==> src/rtl/writeback_stage_pkg.sv <==
// Shared encodings for the MEM/WB stage: register-file write source/destination
// selectors and load-type codes used by the load aligner.
package writeback_stage_pkg;

   localparam int REG_W_SRC_WIDTH = 3;
   localparam int REG_W_DST_WIDTH = 2;
   localparam int LOAD_TYPE_WIDTH = 3;

   localparam logic [REG_W_SRC_WIDTH-1:0] REG_W_SRC_ALU  = 3'd0;
   localparam logic [REG_W_SRC_WIDTH-1:0] REG_W_SRC_MEM  = 3'd1;
   localparam logic [REG_W_SRC_WIDTH-1:0] REG_W_SRC_PCA8 = 3'd2;
   localparam logic [REG_W_SRC_WIDTH-1:0] REG_W_SRC_HI   = 3'd3;
   localparam logic [REG_W_SRC_WIDTH-1:0] REG_W_SRC_LO   = 3'd4;

   localparam logic [REG_W_DST_WIDTH-1:0] REG_W_DST_RD  = 2'd0;
   localparam logic [REG_W_DST_WIDTH-1:0] REG_W_DST_RT  = 2'd1;
   localparam logic [REG_W_DST_WIDTH-1:0] REG_W_DST_R31 = 2'd2;

   localparam logic [LOAD_TYPE_WIDTH-1:0] LOAD_W  = 3'd0;
   localparam logic [LOAD_TYPE_WIDTH-1:0] LOAD_H  = 3'd1;
   localparam logic [LOAD_TYPE_WIDTH-1:0] LOAD_HU = 3'd2;
   localparam logic [LOAD_TYPE_WIDTH-1:0] LOAD_B  = 3'd3;
   localparam logic [LOAD_TYPE_WIDTH-1:0] LOAD_BU = 3'd4;

   localparam int LINK_OFFSET = 8;

endpackage

==> src/rtl/writeback_stage_if.sv <==
// MEM->WB bus: memory-stage results and control in, register-file write port,
// forwarding qualifier and architectural HI/LO out.
interface writeback_stage_if #(
   parameter int W          = 32,
   parameter int REG_ADDR_W = 5
);
   import writeback_stage_pkg::*;

   logic                       in_valid;
   logic                       stall;
   logic                       flush;
   logic                       in_reg_write;
   logic [W-1:0]               in_alu_result;
   logic [W-1:0]               in_mem_data;
   logic [W-1:0]               in_pc;
   logic [REG_ADDR_W-1:0]      in_rd;
   logic [REG_ADDR_W-1:0]      in_rt;
   logic [REG_W_SRC_WIDTH-1:0] in_reg_write_src;
   logic [REG_W_DST_WIDTH-1:0] in_reg_write_dst;
   logic [LOAD_TYPE_WIDTH-1:0] in_load_type;
   logic                       in_hi_write;
   logic                       in_lo_write;
   logic [W-1:0]               in_hi_data;
   logic [W-1:0]               in_lo_data;

   logic                       write_en;
   logic [REG_ADDR_W-1:0]      reg_write_addr;
   logic [W-1:0]               reg_write_data;
   logic                       fwd_valid;
   logic [W-1:0]               hi;
   logic [W-1:0]               lo;
   logic                       wb_valid;

   modport master (
      output in_valid, stall, flush, in_reg_write, in_alu_result, in_mem_data,
             in_pc, in_rd, in_rt, in_reg_write_src, in_reg_write_dst,
             in_load_type, in_hi_write, in_lo_write, in_hi_data, in_lo_data,
      input  write_en, reg_write_addr, reg_write_data, fwd_valid, hi, lo, wb_valid
   );

   modport slave (
      input  in_valid, stall, flush, in_reg_write, in_alu_result, in_mem_data,
             in_pc, in_rd, in_rt, in_reg_write_src, in_reg_write_dst,
             in_load_type, in_hi_write, in_lo_write, in_hi_data, in_lo_data,
      output write_en, reg_write_addr, reg_write_data, fwd_valid, hi, lo, wb_valid
   );

endinterface

==> src/rtl/writeback_stage_load_align.sv <==
// Little-endian load aligner: picks the byte/half lane addressed by the low
// address bits and sign- or zero-extends it to a full word.
module load_align
   import writeback_stage_pkg::*;
#(
   parameter int W = 32
) (
   input  logic [W-1:0]                   raw,
   input  logic [$clog2(W/8)-1:0]         offset,
   input  logic [LOAD_TYPE_WIDTH-1:0]     load_type,
   output logic [W-1:0]                   data
);

   localparam int BYTE_LANES = W / 8;
   localparam int OFF_W      = $clog2(BYTE_LANES);

   logic [7:0]  byte_sel;
   logic [15:0] half_sel;

   // Misaligned half addresses simply drop offset[0] and use that lane.
   always_comb begin
      byte_sel = '0;
      half_sel = '0;
      for (int i = 0; i < BYTE_LANES; i++) begin
         if (OFF_W'(i) == offset) begin
            byte_sel = raw[i*8 +: 8];
         end
      end
      for (int i = 0; i < BYTE_LANES/2; i++) begin
         if (OFF_W'(i) == (offset >> 1)) begin
            half_sel = raw[i*16 +: 16];
         end
      end
   end

   always_comb begin
      data = raw;
      case (load_type)
         LOAD_W:  data = raw;
         LOAD_H:  data = {{(W-16){half_sel[15]}}, half_sel};
         LOAD_HU: data = {{(W-16){1'b0}}, half_sel};
         LOAD_B:  data = {{(W-8){byte_sel[7]}}, byte_sel};
         LOAD_BU: data = {{(W-8){1'b0}}, byte_sel};
         default: data = raw;
      endcase
   end

endmodule

==> src/rtl/writeback_stage.sv <==
// MEM/WB pipeline register plus writeback muxing for the MIPS32 core; also
// owns the HI/LO pair, which reads old values and updates at the end of WB.
module writeback_stage
   import writeback_stage_pkg::*;
#(
   parameter int W          = 32,
   parameter int REG_ADDR_W = 5
) (
   input  logic               clk,
   input  logic               rst,
   writeback_stage_if.slave   bus
);

   localparam int OFF_W = $clog2(W/8);

   logic                       wb_valid_q;
   logic                       reg_write_q;
   logic [W-1:0]               alu_result_q;
   logic [W-1:0]               mem_data_q;
   logic [W-1:0]               pc_q;
   logic [REG_ADDR_W-1:0]      rd_q;
   logic [REG_ADDR_W-1:0]      rt_q;
   logic [REG_W_SRC_WIDTH-1:0] src_q;
   logic [REG_W_DST_WIDTH-1:0] dst_q;
   logic [LOAD_TYPE_WIDTH-1:0] load_type_q;
   logic                       hi_write_q;
   logic                       lo_write_q;
   logic [W-1:0]               hi_data_q;
   logic [W-1:0]               lo_data_q;
   logic [W-1:0]               hi_q;
   logic [W-1:0]               lo_q;

   logic [W-1:0]               load_data;
   logic [REG_ADDR_W-1:0]      dst_addr;
   logic [W-1:0]               wr_data;
   logic                       wr_en;

   // Stall outranks flush so a stalled instruction is never lost.
   always_ff @(posedge clk or negedge rst) begin
      if (!rst) begin
         wb_valid_q   <= 1'b0;
         reg_write_q  <= 1'b0;
         alu_result_q <= '0;
         mem_data_q   <= '0;
         pc_q         <= '0;
         rd_q         <= '0;
         rt_q         <= '0;
         src_q        <= '0;
         dst_q        <= '0;
         load_type_q  <= '0;
         hi_write_q   <= 1'b0;
         lo_write_q   <= 1'b0;
         hi_data_q    <= '0;
         lo_data_q    <= '0;
      end else if (!bus.stall) begin
         if (bus.flush) begin
            wb_valid_q   <= 1'b0;
            reg_write_q  <= 1'b0;
            alu_result_q <= '0;
            mem_data_q   <= '0;
            pc_q         <= '0;
            rd_q         <= '0;
            rt_q         <= '0;
            src_q        <= '0;
            dst_q        <= '0;
            load_type_q  <= '0;
            hi_write_q   <= 1'b0;
            lo_write_q   <= 1'b0;
            hi_data_q    <= '0;
            lo_data_q    <= '0;
         end else begin
            wb_valid_q   <= bus.in_valid;
            reg_write_q  <= bus.in_reg_write;
            alu_result_q <= bus.in_alu_result;
            mem_data_q   <= bus.in_mem_data;
            pc_q         <= bus.in_pc;
            rd_q         <= bus.in_rd;
            rt_q         <= bus.in_rt;
            src_q        <= bus.in_reg_write_src;
            dst_q        <= bus.in_reg_write_dst;
            load_type_q  <= bus.in_load_type;
            hi_write_q   <= bus.in_hi_write;
            lo_write_q   <= bus.in_lo_write;
            hi_data_q    <= bus.in_hi_data;
            lo_data_q    <= bus.in_lo_data;
         end
      end
   end

   // HI/LO commit at the edge that ends the WB cycle, so MFHI/MFLO in the
   // next slot observes the freshly written value.
   always_ff @(posedge clk or negedge rst) begin
      if (!rst) begin
         hi_q <= '0;
         lo_q <= '0;
      end else begin
         if (wb_valid_q && hi_write_q && !bus.stall) begin
            hi_q <= hi_data_q;
         end
         if (wb_valid_q && lo_write_q && !bus.stall) begin
            lo_q <= lo_data_q;
         end
      end
   end

   load_align #(
      .W(W)
   ) u_load_align (
      .raw       (mem_data_q),
      .offset    (alu_result_q[OFF_W-1:0]),
      .load_type (load_type_q),
      .data      (load_data)
   );

   // Unknown destination codes map to $0, which suppresses the write.
   always_comb begin
      dst_addr = '0;
      case (dst_q)
         REG_W_DST_RD:  dst_addr = rd_q;
         REG_W_DST_RT:  dst_addr = rt_q;
         REG_W_DST_R31: dst_addr = REG_ADDR_W'(31);
         default:       dst_addr = '0;
      endcase
   end

   always_comb begin
      wr_data = '0;
      case (src_q)
         REG_W_SRC_ALU:  wr_data = alu_result_q;
         REG_W_SRC_MEM:  wr_data = load_data;
         REG_W_SRC_PCA8: wr_data = pc_q + W'(LINK_OFFSET);
         REG_W_SRC_HI:   wr_data = hi_q;
         REG_W_SRC_LO:   wr_data = lo_q;
         default:        wr_data = '0;
      endcase
   end

   assign wr_en = wb_valid_q & reg_write_q & (dst_addr != '0);

   assign bus.write_en       = wr_en;
   assign bus.fwd_valid      = wr_en;
   assign bus.reg_write_addr = dst_addr;
   assign bus.reg_write_data = wr_data;
   assign bus.hi             = hi_q;
   assign bus.lo             = lo_q;
   assign bus.wb_valid       = wb_valid_q;

endmodule

==> src/flat_wrapper.sv <==
// flat-port wrapper written by rule: the top's interface ports become plain ports
module writeback_stage_flat import writeback_stage_pkg::*;
#(
   parameter int W          = 32,
   parameter int REG_ADDR_W = 5
)
  (clk, rst, bus_in_valid, bus_stall, bus_flush, bus_in_reg_write, bus_in_alu_result, bus_in_mem_data, bus_in_pc, bus_in_rd, bus_in_rt, bus_in_reg_write_src, bus_in_reg_write_dst, bus_in_load_type, bus_in_hi_write, bus_in_lo_write, bus_in_hi_data, bus_in_lo_data, bus_write_en, bus_reg_write_addr, bus_reg_write_data, bus_fwd_valid, bus_hi, bus_lo, bus_wb_valid);
  writeback_stage_if #(.W(W), .REG_ADDR_W(REG_ADDR_W)) bus_i ();
  input  logic clk;
  input  logic rst;
  input wire logic [$bits(bus_i.in_valid)-1:0] bus_in_valid;
  input wire logic [$bits(bus_i.stall)-1:0] bus_stall;
  input wire logic [$bits(bus_i.flush)-1:0] bus_flush;
  input wire logic [$bits(bus_i.in_reg_write)-1:0] bus_in_reg_write;
  input wire logic [$bits(bus_i.in_alu_result)-1:0] bus_in_alu_result;
  input wire logic [$bits(bus_i.in_mem_data)-1:0] bus_in_mem_data;
  input wire logic [$bits(bus_i.in_pc)-1:0] bus_in_pc;
  input wire logic [$bits(bus_i.in_rd)-1:0] bus_in_rd;
  input wire logic [$bits(bus_i.in_rt)-1:0] bus_in_rt;
  input wire logic [$bits(bus_i.in_reg_write_src)-1:0] bus_in_reg_write_src;
  input wire logic [$bits(bus_i.in_reg_write_dst)-1:0] bus_in_reg_write_dst;
  input wire logic [$bits(bus_i.in_load_type)-1:0] bus_in_load_type;
  input wire logic [$bits(bus_i.in_hi_write)-1:0] bus_in_hi_write;
  input wire logic [$bits(bus_i.in_lo_write)-1:0] bus_in_lo_write;
  input wire logic [$bits(bus_i.in_hi_data)-1:0] bus_in_hi_data;
  input wire logic [$bits(bus_i.in_lo_data)-1:0] bus_in_lo_data;
  output wire logic [$bits(bus_i.write_en)-1:0] bus_write_en;
  output wire logic [$bits(bus_i.reg_write_addr)-1:0] bus_reg_write_addr;
  output wire logic [$bits(bus_i.reg_write_data)-1:0] bus_reg_write_data;
  output wire logic [$bits(bus_i.fwd_valid)-1:0] bus_fwd_valid;
  output wire logic [$bits(bus_i.hi)-1:0] bus_hi;
  output wire logic [$bits(bus_i.lo)-1:0] bus_lo;
  output wire logic [$bits(bus_i.wb_valid)-1:0] bus_wb_valid;
  assign bus_i.in_valid = bus_in_valid;
  assign bus_i.stall = bus_stall;
  assign bus_i.flush = bus_flush;
  assign bus_i.in_reg_write = bus_in_reg_write;
  assign bus_i.in_alu_result = bus_in_alu_result;
  assign bus_i.in_mem_data = bus_in_mem_data;
  assign bus_i.in_pc = bus_in_pc;
  assign bus_i.in_rd = bus_in_rd;
  assign bus_i.in_rt = bus_in_rt;
  assign bus_i.in_reg_write_src = bus_in_reg_write_src;
  assign bus_i.in_reg_write_dst = bus_in_reg_write_dst;
  assign bus_i.in_load_type = bus_in_load_type;
  assign bus_i.in_hi_write = bus_in_hi_write;
  assign bus_i.in_lo_write = bus_in_lo_write;
  assign bus_i.in_hi_data = bus_in_hi_data;
  assign bus_i.in_lo_data = bus_in_lo_data;
  assign bus_write_en = bus_i.write_en;
  assign bus_reg_write_addr = bus_i.reg_write_addr;
  assign bus_reg_write_data = bus_i.reg_write_data;
  assign bus_fwd_valid = bus_i.fwd_valid;
  assign bus_hi = bus_i.hi;
  assign bus_lo = bus_i.lo;
  assign bus_wb_valid = bus_i.wb_valid;
  writeback_stage #(.W(W), .REG_ADDR_W(REG_ADDR_W)) u_core (.clk(clk), .rst(rst), .bus(bus_i));
endmodule
==> config.mk <==
export PLATFORM = sky130hd
export DESIGN_NAME = writeback_stage_flat
export DESIGN_NICKNAME = d
export VERILOG_FILES = /design/src/rtl/writeback_stage_pkg.sv /design/src/rtl/writeback_stage_if.sv /design/src/rtl/writeback_stage_load_align.sv /design/src/rtl/writeback_stage.sv /design/src/flat_wrapper.sv
export SDC_FILE = /design/constraint.sdc
export NUM_CORES = 1
export LEC_CHECK = 0
export CORE_AREA = 2 2 208 128
export CTS_BUF_LIST = sky130_fd_sc_hd__clkbuf_4
export DETAILED_ROUTE_END_ITERATION = 8
export DIE_AREA = 0 0 210 130
export GPL_TIMING_DRIVEN = 1
export PLACE_DENSITY = 0.89
export SLEW_MARGIN = 10
export SYNTH_ARGS = -nofsm -noshare
export SYNTH_HDL_FRONTEND = slang
export SYNTH_SLANG_ARGS = --single-unit
==> constraint.sdc <==
create_clock -name clk -period 6.1 [get_ports clk]
set_input_delay 1.22 -clock clk [delete_from_list [all_inputs] [get_ports clk]]
set_output_delay 1.22 -clock clk [all_outputs]
set_load 0.02 [all_outputs]
Yosys cells after proc, flatten, opt, wreduce, memory -nomap -nowiden
Cells that the tools add are included.
{"block": "word_totals", "elab_cells": 65, "register_bits": 246, "out_inout_bits": 104, "inputBits": 186}
{"block": "op_classes", "n_eq_ne": 13, "reduce_logical": 10, "add_sub_neg": 1, "mux": 23, "n_bitwise": 2}
{"cell": "$mux W32", "count": 5}
{"cell": "$pmux W32 S5", "count": 1}
{"cell": "$pmux W32 S4", "count": 1}
{"cell": "$add A32 B4 Y32 const B", "count": 1}
{"cell": "$mux W16", "count": 2}
{"cell": "$mux W8", "count": 4}
{"cell": "$pmux W5 S3", "count": 1}
{"cell": "$eq A3 B2 Y1 const B", "count": 4}
{"cell": "$mux W5", "count": 2}
{"cell": "$eq A3 B1 Y1 const B", "count": 2}
{"cell": "$eq A3 B3 Y1 const B", "count": 2}
{"cell": "$logic_not A2 Y1", "count": 3}
{"cell": "$mux W3", "count": 2}
{"cell": "$reduce_bool A5 Y1", "count": 1}
{"cell": "$eq A2 B2 Y1 const A", "count": 2}
{"cell": "$logic_and A1 B1 Y1", "count": 4}
{"cell": "$mux W1", "count": 4}
{"cell": "$logic_not A3 Y1", "count": 1}
{"cell": "$and A1 B1 Y1", "count": 2}
{"cell": "$eq A1 B2 Y1 const A", "count": 1}
{"cell": "$eq A2 B1 Y1 const B", "count": 1}
{"cell": "$eq A2 B2 Y1 const B", "count": 1}
{"cell": "$mux W2", "count": 1}
{"cell": "$logic_not A1 Y1", "count": 1}

Longest topological paths before layout
Gate-level depths: netlist of the first run.
{"block": "depth", "depth_word": 7, "mapped_depth": 8, "mapped_depth_nobuf": 6}

Hierarchy
From an unflattened synthesis of the first run, not the netlist that was laid out.
{"block": "unflattened", "hier_cells": 1318, "area_unflattened_um2": 12788.5}
{"mod": "writeback_stage", "n_inst": 1, "cells_each": 1195, "area_each_um2": 11755.0, "seq_area_each_um2": 6155.9}
{"mod": "load_align", "n_inst": 1, "cells_each": 123, "area_each_um2": 1033.5, "seq_area_each_um2": 0.0}

Least setup slack after synthesis of the first run
No wires, ideal clock.
{"block": "synth_timing", "path_kind": "register to output", "from": "register u_core.dst_q[0]", "to": "output port bus_write_en", "path_slack_ns": 3.006, "t_arrival_ns": 1.874, "path_buffers": 1, "path_stages_with_launch": 7, "required_time_ns": 4.880, "cell_sequence": "dfrtp_1 nor2b_1 nand2_1 o21ai_0 or3_1 o311a_1 buf_4"}
{"block": "synth_between", "elab_chain_len": 4, "word_cells_on_any_way": 6, "cone_classes": "2 x eq/ne; 1 x mux; 1 x bitwise; 2 x reduce/logical"}
{"element": "start, declared", "line": "writeback_stage.sv:24", "source": "logic [REG_W_DST_WIDTH-1:0] dst_q;"}
{"element": "start signal, assigned", "line": "writeback_stage.sv:80", "source": "dst_q <= bus.in_reg_write_dst;"}
{"element": "$eq A2 B2 Y1 (tied with other cells)", "line": "writeback_stage.sv:118", "source": "case (dst_q)"}
{"element": "$pmux W5 S3 (*)", "line": "writeback_stage.sv:118"}
{"element": "named net bus_reg_write_addr[3]", "line": "flat_wrapper.sv:28", "source": "output wire logic [$bits(bus_i.reg_write_addr)-1:0] bus_reg_write_addr;"}
{"element": "$reduce_bool A5 Y1 (*)", "line": "writeback_stage.sv:138", "source": "assign wr_en = wb_valid_q & reg_write_q & (dst_addr != '0);"}
{"element": "$and A1 B1 Y1 (*)", "line": "writeback_stage.sv:138"}
{"element": "end, declared", "line": "flat_wrapper.sv:27", "source": "output wire logic [$bits(bus_i.write_en)-1:0] bus_write_en;"}
The timed path passes the listed nets; every way through them passes the cells marked *.

Worst setup path in the final report of the first run
{"block": "layout_timing", "from": "register u_core.src_q[0]", "to": "output port bus_reg_write_data[8]"}
{"block": "layout_between", "elab_chain_len": 2, "word_cells_on_any_way": 6, "cone_classes": "4 x eq/ne; 1 x mux; 1 x reduce/logical"}
{"element": "start, declared", "line": "writeback_stage.sv:23", "source": "logic [REG_W_SRC_WIDTH-1:0] src_q;"}
{"element": "start signal, assigned", "line": "writeback_stage.sv:79", "source": "src_q <= bus.in_reg_write_src;"}
{"element": "$eq A3 B3 Y1 (tied with other cells)", "line": "writeback_stage.sv:128", "source": "case (src_q)"}
{"element": "$pmux W32 S5 (*)", "line": "writeback_stage.sv:128"}
{"element": "end, declared", "line": "flat_wrapper.sv:29", "source": "output wire logic [$bits(bus_i.reg_write_data)-1:0] bus_reg_write_data;"}
Mark *: on every way between the ends. The rest lies on a longest branch, timed or not.

==> results of run 1 <==
-- report_power, final --
| part | switching (mW) | internal [mW] | total, mW |
|---|---|---|---|
| clock network | 0.675 | 0.596 | 1.27 |
| registers | 0.236 | 1.81 | 2.05 |
| logic | 0.544 | 0.519 | 1.06 |
-- synth_stat cells, types with 6 or more instances --
cell type and count:
o211ai_1 6, o221ai_1 10, xor2_1 21, a21oi_1 32, mux4_2 8, nor2b_1 7
nand2_1 191, nand3_1 11, a22oi_1 40, xnor2_1 8, buf_2 37, nand2b_1 170
mux2_2 70, o21ai_0 182, dfrtp_1 246, clkbuf_1 50, inv_1 7, nand4_1 12
nor2_1 70, a22o_1 16, o221ai_2 9, o21ai_1 12
-- flip-flops by register name, summed over array words and instances (netlist names), 3 cells and up --
| register | count |
|---|---|
| u_core.hi_data_q | 32 |
| u_core.bus.lo | 32 |
| u_core.mem_data_q | 32 |
| u_core.pc_q | 32 |
| u_core.lo_data_q | 32 |
| u_core.rd_q | 5 |
| u_core.src_q | 3 |
| u_core.bus.hi | 32 |
| u_core.alu_result_q | 32 |
| u_core.rt_q | 5 |
| u_core.load_type_q | 3 |
-- metal layers --
metal  up-vias  wire length, µm  share of wire
met1      5226            19400           0.46
met2       479            17400           0.42
met4         2              917          0.022
met3        66             4100          0.098
li1       4959                -              -
met5         -               13        0.00031
-- metrics by stage --
step	area [µm²]	util	setup WS, ns
after floorplan	12300	-	3.01
after global placement	15300	0.596	1.72
after detailed placement	15300	0.596	1.80
after CTS	16000	0.621	0.977
after global routing	16000	0.621	0.731
final	16000	0.621	0.998
-- path summary, 6_finish.rpt --
kind | depth (start not counted) | endpoint
max | 5 | bus_reg_write_data[8]
min | 2 | u_core.lo_data_q[7]$_DFFE_PN0N_
max reg2reg | 4 | u_core.bus.hi[29]$_DFFE_PN0P_
min reg2reg | 2 | u_core.lo_data_q[7]$_DFFE_PN0N_
max in group asynchronous | 2 | u_core.lo_data_q[2]$_DFFE_PN0N_
min in group asynchronous | 1 | u_core.alu_result_q[27]$_DFFE_PN0N_
-- cells by family after synthesis --
family / after synthesis
xor+xnor: 30
mux: 78
buf+inv: 103
simple gates: 487
flops: 246
compound gates: 328
fa+ha+maj: 1
-- critical path, delay by kind of cell (launching register included) --
| family | cells | cell delay [ns] |
|---|---|---|
| AO/OA/AOI/OAI | 2 | 0.75 |
| buffers and inverters | 1 | 0.61 |
| flip-flops | 1 | 0.65 |
| AND/OR/NAND/NOR | 2 | 1.13 |
-- final cells by class --
type                       count  area (µm²)  share of cell area
clock buffer                  79         593              0.0371
clock inverter                17        73.8             0.00462
inverter                       8        30.0             0.00188
multi-input combinational    924        5730               0.358
sequential                   246        6160               0.385
tap                          336         420              0.0263
timing repair buffer         299        2990               0.187
==> flow_summary.json, run 1 <==
{
  "dieArea_um2": 27300,
  "fin_cells": 1909,
  "met3_usage": 0.0994,
  "cp_max_fo": 28,
  "ys_warn_count": 0,
  "final_common_cell": "clkdlybuf4s50_1",
  "worstSkewPairLatency_ns": 0.75,
  "total_power_mw": 4.38,
  "syn_inst": 1273,
  "post-route-drc-count": 0,
  "ys_async_sr_fraction": 1.00,
  "grt-ovfl-total": 0,
  "crit_type": "flip-flop to output port",
  "fill_cells": 2158,
  "clock_skew_ns": 0.0646,
  "rows": 46,
  "dieWidth_um": 210,
  "synthXorXnorAreaFrac": 0.0219,
  "initial_core_util": 0.479,
  "busiest_layer": "met1",
  "syn_nets": 1460,
  "max-cap-violations": 0,
  "fin_crit_ns": 5.10,
  "ys_seq_area_frac": 0.499,
  "ctsResizeCount": 0,
  "cts.reportedPaths.clkPinSlew_ns": 0.08,
  "synth-edff-count": 0,
  "synth_fa_ha_area_frac": 0.00101,
  "ys_ff_latch": 246,
  "initialDrtViolationCount": 1098,
  "grt_max_degree": 163,
  "drt_pass1_iterations": 5,
  "drive_gt1_frac": 0.124,
  "cp-end-kind": "output port",
  "cp.arrival_ns": 3.88,
  "antenna_found_initial": 1,
  "tightest_slew_ns": 1.22,
  "place_congestion": 0.974,
  "htreeDepth": 2,
  "outcome": "complete, no violations",
  "ctsHoldBuffers": 0,
  "synth_top_family_by_area": "simple AND/OR/NAND/NOR gates",
  "rrSetupSlack_ns": 4.36,
  "core_area_um2": 25700,
  "rsz0062_at_grt": "no",
  "finalMaxSlewViolations": 0,
  "hold_slack_ns": 0.482,
  "clk_path_buf_depth": 3,
  "synth-compound-area-share": 0.165,
  "area_growth_pct": 29.7,
  "crit_slowest_cell": "and2_1",
  "yosys.area_share.simple": 0.198,
  "slew_headroom": 0.186,
  "numCtsBuffers": 58,
  "grtUsageMet2": 0.437,
  "drtAntennaViolNets": 0,
  "setup.worst_path.start": "u_core.src_q[0]$_DFFE_PN0N_",
  "powerDensity_nw_per_um2": 274,
  "wl_per_cell_um": 21.9,
  "synth_area_leader_cell": "dfrtp_1",
  "cts_sinks": 246,
  "clock.fmax_mhz": 196,
  "num_antenna_cells": 0,
  "routed_wirelength_mm": 41.8,
  "synth_cell_types": 56,
  "syn_area_um2": 12300,
  "hpwlAfterDp_mm": 30.2,
  "post-cts-setup-buffer-count": 0,
  "dp_cells": 1813,
  "p_leak_nw": 6.73,
  "io_pins": 290,
  "grt_use_total": 0.309,
  "crit_required_ns": 4.88,
  "min_from": "u_core.lo_data_q[7]$_DFFE_PN0N_",
  "finish.net_count": 1724,
  "setup_viol": 0,
  "layout_common_cells": "clkdlybuf4s50_1 (286), dfrtp_1 (246), nand2_1 (191)",
  "hold_violations": 0,
  "io_buffer_count": 289,
  "crit_path_start_kind": "flip-flop",
  "reg2reg_from": "u_core.bus.wb_valid$_DFFE_PN0N_",
  "fin_crit_sh": 0.836,
  "avgSynthCellArea_um2": 9.68,
  "hp-class": "flip-flop to flip-flop",
  "vias": 10700,
  "vias_per_cell": 5.62,
  "synthTopCellsByArea": "dfrtp_1 (50%), nand2b_1 (8.6%), o21ai_0 (7.4%)",
  "cts_tree": "done",
  "grt_pass1_wl_mm": 63.1,
  "die-height_um": 130,
  "ir_worst_vdd_mv": 0.292,
  "root_buffer": "clkbuf_4",
  "crit_chain": "and2_1 > a22oi_1 > o21ai_0 > or3_1 > clkdlybuf4s50_1",
  "use_met1": 0.452,
  "tns_ns": 0,
  "synthMuxAreaShare": 0.0786,
  "max_stage_delay_ns": 0.95,
  "grt_pass1_vias": 10600,
  "synth_flop_cell": "dfrtp_1",
  "yosysTopAreaCellShare": 0.499
}
No activity file was read; power rests on OpenSTA's default activity.
==> run 2: changes to the inputs <==
Clock period 6.1 ns to 4.9 ns, I/O delays scaled along.
==> run 2 against run 1 <==
  * Combinational power increased by 25%
  * Register-to-register slack got worse by 1.1 ns
  * Design area increased by 0.69%
  * Sequential cell count unchanged
  * Setup slack got worse by 0.67 ns
  * Utilization increased by 0.43 points
  * Hold slack got worse by 0.14 ns
  * Via count increased by 3.1%
  * Critical path type unchanged
  * Critical endpoint is now bus_reg_write_data[15]
  * Highest routed layer is now met4
==> flow_summary.json, run 2 (synthesized netlist as in run 1, its figures left out) <==
{
  "outcome": "complete, no violations",
  "drtAntennaViolNets": 0,
  "grt_max_degree": 137,
  "post-cts-setup-buffer-count": 0,
  "hpwlAfterDp_mm": 32.4,
  "final_common_cell": "clkdlybuf4s50_1",
  "dieArea_um2": 27300,
  "total_power_mw": 5.66,
  "dieWidth_um": 210,
  "core_area_um2": 25700,
  "max-cap-violations": 0,
  "hp-class": "primary input to async pin",
  "ctsResizeCount": 0,
  "wl_per_cell_um": 22.9,
  "worstSkewPairLatency_ns": 0.74,
  "die-height_um": 130,
  "reg2regPathDepth": 4,
  "numCtsBuffers": 57,
  "clock.fmax_mhz": 219,
  "antenna_found_initial": 1,
  "htreeDepth": 2,
  "reg2reg_from": "u_core.bus.wb_valid$_DFFE_PN0N_",
  "tightest_slew_ns": 1.27,
  "finalMaxSlewViolations": 0,
  "area_growth_pct": 30.6,
  "slew_headroom": 0.147,
  "drive_gt1_frac": 0.131,
  "rrSetupSlack_ns": 3.25,
  "place_congestion": 1.00,
  "worstReg2RegEnd": "u_core.bus.hi[29]$_DFFE_PN0P_",
  "p_leak_nw": 6.79,
  "rows": 46,
  "drt_pass1_iterations": 6,
  "root_buffer": "clkbuf_4",
  "hold_violations": 0,
  "clock_skew_ns": 0.0475,
  "rsz0062_at_grt": "no",
  "wl_met2_mm": 18.0,
  "crit_end": "bus_reg_write_data[15]",
  "setup_viol": 0,
  "m1WireLength_mm": 19.1,
  "cts_sinks": 246,
  "crit_path_start_kind": "flip-flop",
  "fin_crit_sh": 0.933,
  "io_pins": 290,
  "cp.arrival_ns": 3.59,
  "tns_ns": 0,
  "cts.reportedPaths.clkPinSlew_ns": 0.08,
  "crit_type": "flip-flop to output port",
  "top_layer": "met4",
  "cp_max_fo": 20,
  "vias": 11100,
  "setup.worst_path.start": "u_core.alu_result_q[1]$_DFFE_PN0N_",
  "post-route-drc-count": 0,
  "hold_slack_ns": 0.345,
  "io_buffer_count": 289,
  "grt_use_total": 0.324,
  "fin_crit_ns": 4.57,
  "cp-end-kind": "output port",
  "grt-ovfl-total": 0,
  "grt_pass1_wl_mm": 65.4,
  "clk_path_buf_depth": 3,
  "cts_tree": "done",
  "layout_common_cells": "clkdlybuf4s50_1 (286), dfrtp_1 (246), nand2_1 (191)",
  "grt_pass1_vias": 10800,
  "initialDrtViolationCount": 1084,
  "crit_required_ns": 3.92,
  "vias_per_cell": 5.76,
  "initial_core_util": 0.479,
  "dr_wl_met3_mm": 5.86,
  "ctsHoldBuffers": 0,
  "powerDensity_nw_per_um2": 352,
  "routed_wirelength_mm": 44.0,
  "ir_worst_vdd_mv": 0.247,
  "finish.net_count": 1724,
  "finalCoreUtilization": 0.626
}
-- run 2: cell count changes in the layout (fill, tap and decap cells not counted), sizes merged --
cell / previous run / this run
clkbuf: 79 / 88
bufinv: 0 / 1
buf: 13 / 14
diode: 0 / 1
-- run 2: area by class of cell --
class / instances / area, µm²
Antenna cell: 1 / 2.50
Inverter: 8 / 30.0
Fill cell: 2084 / 9630
Clock inverter: 18 / 106
Clock buffer: 88 / 661
Multi-Input combinational cell: 924 / 5730
Timing Repair Buffer: 300 / 3000
Tap cell: 336 / 420
Sequential cell: 246 / 6160
-- run 2: through the flow --
stage / area (µm²) / setup slack (ns) / cells
finish: 16100 / 0.328 / 1921
global route: 16100 / 0.131 / 1921
CTS: 16100 / 0.402 / 1920
global placement: 15300 / 1.11 / 1814
floorplan: 12300 / 2.05 / 1273
detailed placement: 15300 / 1.17 / 1814
-- run 2: power by group --
part           internal, mW  total (mW)  switching, mW
registers              2.25        2.59          0.336
clock network         0.876        1.75          0.873
logic                 0.646        1.32          0.678
total                  3.77        5.66           1.89
-- run 2: per-layer routing --
| metal | global-route usage | up-vias |
|---|---|---|
| li1 | - | 4959 |
| met1 | 0.459 | 5391 |
| met2 | 0.455 | 638 |
| met3 | 0.136 | 73 |
| met4 | 0.0930 | 0 |
| met5 | 0 | - |
-- run 2: worst min path at each step --
stage / startpoint / to / slack, ns / depth (start not counted)
finish: rst / u_core.alu_result_q[30]$_DFFE_PN0N_ / 0.34 / 1
global route: rst / u_core.alu_result_q[30]$_DFFE_PN0N_ / 0.42 / 1
CTS: rst / u_core.alu_result_q[30]$_DFFE_PN0N_ / 0.38 / 1
detailed placement: u_core.lo_data_q[15]$_DFFE_PN0N_ / u_core.lo_data_q[15]$_DFFE_PN0N_ / 0.47 / 2
global placement: u_core.lo_data_q[12]$_DFFE_PN0N_ / u_core.lo_data_q[12]$_DFFE_PN0N_ / 0.46 / 2
floorplan: u_core.pc_q[1]$_DFFE_PN0N_ / u_core.pc_q[1]$_DFFE_PN0N_ / 0.45 / 2
-- run 2: critical path, stage by stage (launching register included) --
cell and delay [ns]:
dfrtp_1 0.85, mux2_2 0.42, nor2_1 0.08, a21oi_1 0.05
o311ai_0 0.58, o211ai_1 0.29, clkdlybuf4s50_1 0.61
